### src/rtl/pool_scan_sequencer.sv
// pool_scan_sequencer: raster-scans a zero-padded frame and times line-buffer shifts and pooling-window evaluations.
// Ports: clk, rst (sync, active-high); en (start/pause), data_valid (upstream pixel valid), pe_ready (PE can take a window);
// rd_en (pull one real pixel), is_padding (current position is border), buffer_en (shift element in),
// pe_en (complete window in buffer), done (one-cycle end-of-frame pulse).
module pool_scan_sequencer #(
  parameter int pINPUT_WIDTH  = 28,
  parameter int pINPUT_HEIGHT = 28,
  parameter int pKERNEL_SIZE  = 2,
  parameter int pPADDING      = 0,
  parameter int pSTRIDE       = 1
) (
  input  logic clk,
  input  logic rst,
  input  logic en,
  input  logic data_valid,
  input  logic pe_ready,
  output logic rd_en,
  output logic is_padding,
  output logic buffer_en,
  output logic pe_en,
  output logic done
);
  localparam int W  = pINPUT_WIDTH;
  localparam int H  = pINPUT_HEIGHT;
  localparam int K  = pKERNEL_SIZE;
  localparam int P  = pPADDING;
  localparam int S  = pSTRIDE;
  localparam int PW = W + 2 * P;
  localparam int PH = H + 2 * P;
  localparam int CW = $clog2(PW + 1);
  localparam int RW = $clog2(PH + 1);
  localparam int SW = $clog2(S + 1);
  typedef enum logic [1:0] {IDLE, SCAN, FIN} state_t;
  state_t state;
  logic [CW-1:0] c;
  logic [RW-1:0] r;
  logic [SW-1:0] pc, pr;
  logic go, accept, c_last, r_last;
  always_comb begin
    c_last     = c == CW'(PW - 1);
    r_last     = r == RW'(PH - 1);
    // r+1 > P is r >= P written so that P=0 does not become a constant compare
    is_padding = state == SCAN && (!((r + RW'(1)) > RW'(P)) || r >= RW'(P + H) ||
                                   !((c + CW'(1)) > CW'(P)) || c >= CW'(P + W));
    go         = state == SCAN && en && pe_ready;
    rd_en      = go && !is_padding;
    accept     = go && (is_padding || data_valid);
    buffer_en  = accept;
    pe_en      = accept && (r + RW'(1)) >= RW'(K) && (c + CW'(1)) >= CW'(K) && pr == '0 && pc == '0;
    done       = state == FIN;
  end
  // Phases count stride steps since the first full window; they are forced to 0 on reaching K-1,
  // so values held before that point never matter.
  always_ff @(posedge clk) begin
    if (rst) begin
      state <= IDLE;
      r     <= '0;
      c     <= '0;
      pr    <= '0;
      pc    <= '0;
    end else begin
      case (state)
        IDLE: begin
          r     <= '0;
          c     <= '0;
          pr    <= '0;
          pc    <= '0;
          state <= en ? SCAN : IDLE;
        end
        SCAN: if (accept) begin
          c  <= c_last ? '0 : c + CW'(1);
          pc <= (c_last || c + CW'(1) == CW'(K - 1) || pc == SW'(S - 1)) ? '0 : pc + SW'(1);
          if (c_last) begin
            r     <= r_last ? '0 : r + RW'(1);
            pr    <= (r_last || r + RW'(1) == RW'(K - 1) || pr == SW'(S - 1)) ? '0 : pr + SW'(1);
            state <= r_last ? FIN : SCAN;
          end
        end
        FIN:     state <= IDLE;
        default: state <= IDLE;
      endcase
    end
  end
endmodule

### config.mk
export PLATFORM = sky130hd
export DESIGN_NAME = pool_scan_sequencer
export DESIGN_NICKNAME = d
export VERILOG_FILES = /design/src/rtl/pool_scan_sequencer.sv
export SDC_FILE = /design/constraint.sdc
export NUM_CORES = 1
export LEC_CHECK = 0
export ABC_CLOCK_PERIOD_IN_PS = 2410
export BUFFER_PORTS_ARGS = -buffer_cell sky130_fd_sc_hd__buf_2
export CORE_MARGIN = 10
export CORE_UTILIZATION = 40
export CTS_CLUSTER_SIZE = 12
export DETAILED_ROUTE_END_ITERATION = 10
export GPL_TIMING_DRIVEN = 1
export SKIP_LAST_GASP = 1
export SYNTH_ARGS = -nofsm -noshare
export SYNTH_HDL_FRONTEND = slang
export SYNTH_SLANG_ARGS = --single-unit
export TNS_END_PERCENT = 10
### constraint.sdc
create_clock -name clk -period 2.41 [get_ports clk]
set_clock_uncertainty 0.2 [all_clocks]
set_input_delay 0.241 -clock clk [delete_from_list [all_inputs] [get_ports clk]]
set_output_delay 0.241 -clock clk [all_outputs]
set_load 0.005 [all_outputs]
==> key figures <==
Status
  • Status: finished, final reports clean

Place
  • Input/output buffers: 9
  • Place WS: 178 ps
  • GPL Wtd Cong: 0.928
  • Half-perimeter wire length after placement: 1.75 mm
  • Placed cell count: 163

Critical path
  • FF-to-FF End: c[1]
  • Crit-path cells: buf_4, a211o_1, a21oi_2, o21ai_2, a21oi_2, o311a_1, buf_2
  • Req. time, crit path: 1970 ps
  • CP Max Fanout: 8
  • R2R depth: 8
  • CP top delay family: compound AO/OA/AOI/OAI gates
  • Crit Path Category: reg -> out
  • Arr. time, crit path: 1840 ps
  • Crit. End Element: output pin
  • R2R Setup Slk: 190 ps
  • Most numerous cell on the critical path: a21oi_2
  • Startpoint class of the critical path: register
  • Slowest-stage cell, CP: dfxtp_1
  • Slowest stage delay, CP: 330 ps
  • Worst setup path start: r[0]
  • Reg-to-Reg Start: c[0]
  • CP bufs+invs: 2

Clocking
  • Max Root-Sink Buffers: 2
  • CTS tree: yes
  • Clock sinks: 14
  • Worst-path clk slew: 90 ps
  • H-tree levels: 1
  • Insertion delay to the later sink of the worst-skew pair: 300 ps
  • CTS buffer count: 3
  • CTS Root Cell: clkbuf_4
  • Post-CTS Setup Bufs: 0

Floorplanning
  • Core Box Area: 0.00225 sq mm
  • Initial core utilization: 0.431
  • I/O pins: 10
  • Row Count: 17
  • DIE AREA: 0.00480 sq mm
  • Chip width: 69.3 microns
  • Die Ht: 69.3 microns

Min path
  • Hold wc startpoint: en
  • Worst Hold End: state[0]
  • HP Class: in -> reg
  • WHS Path Cells: 3

Routing
  • DRT iter0 DRCs: 58
  • Antenna Violating Nets Remaining: 0
  • DRC: 0
  • Drt via density: 5.67
  • Final wirelength: 2.37 mm
  • TritonRoute pass-1 iters: 4
  • Routed length per instance: 14.2 microns
  • Vias: 947

Timing
  • Final worst slack: 132 ps
  • Fmax: 0.439 GHz
  • Least-Margin Pin Slew: 412 ps
  • RSZ-0062 raised after global routing: true
  • Count of final setup violators: 0
  • Slew Viols, Final: 0
  • Min cycle time layout: 2280 ps
  • Final-report hold violation count: 0
  • Fin crit share: 0.945
  • Rel. slew slack: 0.718

Yosys
  • Most area-consuming cells after synthesis: dfxtp_1 (29%), ha_1 (9.0%), nor2_1 (5.0%)
  • Syn Nets: 133
  • Cells after Synth: 121
  • Yosys reg bits: 14
  • Synthesis Warnings: 0
  • Post-synthesis compound-gate area fraction: 0.195
  • Post-synth EDFFs: 0
  • Leading area contributor after synthesis: dfxtp_1
  • Post-synthesis xor/xnor area fraction: 0.00902
  • Number of library cell types mapped by synthesis: 45
  • Fraction of registers with async set or reset after synthesis: 0
  • Sequential share of the synthesized area: 0.289
  • Ys flop type: dfxtp_1
  • Mapped Avg Cell Area: 8.02 sq um
  • Post-synth top area share: 0.289
  • Post-Syn Area: 971 sq um
  • Post-synthesis mux area share: 0.0322
  • Largest family of logic cells by synthesized area: simple AND/OR/NAND/NOR gates
  • Simple-Gate Fraction of Synth Area: 0.317
  • Post-Synth Adder-Cell Area: 0.0902

Global routing
  • Congestion Overflow GR: 0
  • First-pass GRT wire length: 4.08 mm
  • Number of global-route vias before repair: 872
  • Largest net degree at the start of global routing: 18
  • Initial antenna violation count: 0
  • Gr usage total: 0.0992

Pwr
  • LEAKAGE: 0.482 nW
  • Power Density: 414 mW/mm^2
  • Peak supply drop: 0.000288 V
  • Tot Pwr: 0.478 mW

Cells and area
  • Final net count: 152
  • Final Util: 0.512
  • Reg area: 285 sq um
  • Fraction of layout cells with a size suffix above 1: 0.273
  • Area Growth Syn to Fin: 18.8%
  • Commonest non-fill, non-tap cell in the layout: nor2_1
  • # diodes: 0
  • FILL cells: 233
  • Most frequent cells in the layout: nor2_1 (13), nand2_1 (10), dfxtp_1 (10), buf_4 (10)
  • Fin cells: 167
  • Multi-input logic area: 651 sq um

Run
  • Max_cap viols: 0
-- repair_timing --
| action | in CTS | in global routing |
|---|---|---|
| gates resized for setup | 3 | 8 |
| pin swaps | 0 | 0 |
| hold endpoints to repair | 0 | 0 |
| setup endpoints to repair | 1 | 4 |
| hold buffers | 0 | 0 |
-- metrics by stage --
stage | instance area, sq um | hold slack [ps] | setup TNS, ps
2_1_floorplan | 971 | 202 | 0
5_1_grt | 1150 | 66.2 | -4.90
3_5_place_dp | 1090 | 271 | 0
6_report | 1150 | 36.1 | 0
3_3_place_gp | 1090 | 264 | 0
4_1_cts | 1130 | 29.3 | 0
-- state kept, by name, summed over array words and instances, names as in the netlist --
| signal | count |
|---|---|
| pr | 1 |
| pc | 1 |
| c | 5 |
| state | 2 |
| r | 5 |
-- report_power, final --
| group | total, mW | leakage, nW | switching, mW | internal, mW |
|---|---|---|---|---|
| Clock | 0.183 | 0.0210 | 0.0906 | 0.0922 |
| Sequential | 0.239 | 0.115 | 0.00462 | 0.234 |
| Combinational | 0.0563 | 0.346 | 0.0313 | 0.0250 |
| Total | 0.478 | 0.482 | 0.126 | 0.352 |
-- final cells by class --
type	count	share of cell area
multi-input cells	95	0.564
flip-flops and latches	14	0.247
repair buffers	19	0.104
clock buffers	4	0.0315
well taps	28	0.0304
inverters	7	0.0228
-- how the worst max path moves through the flow --
stage / cells past startpoint / endpoint
2_1_floorplan: 7 / c[4]
4_1_cts: 7 / pe_en
5_1_grt: 7 / r[3]
3_5_place_dp: 7 / r[3]
6_report: 7 / pe_en
3_3_place_gp: 8 / c[1]
-- logic make-up after synthesis --
kind of cell | Yosys count
DFF | 14
and+or+nand+nor | 58
xor gates and xnor gates | 1
muxes | 3
buffers and inverters | 12
adders and majority gates | 7
AOI/OAI and AO/OA | 26
-- worst min-delay path, delay by kind of cell --
kind | cells | cell delay (ps)
and+or+nand+nor | 2 | 140
buffers and inverters | 1 | 110
-- cell usage after synthesis, types with 2 or more instances --
cell type and n:
a21boi_0 2, a21oi_1 7, and3_1 2, buf_4 2, dfxtp_1 14, ha_1 7, inv_1 7, mux2i_1 2
nand2_1 10, nand2b_1 2, nand3_1 9, nor2_1 13, nor2b_1 2, nor3_1 5, nor3b_1 3, nor4_1 2
o21ai_0 3, or4_1 2
-- metal layers --
metal	track usage	part of all wire	wire length, microns	up-vias
li1	-	-	-	478
met1	0.119	0.47	1120	432
met2	0.159	0.46	1090	34
met3	0.0414	0.063	150	3
met4	0.0222	0.0051	12	0
met5	0	0	0	-
Power figures use the tool's default switching activity.
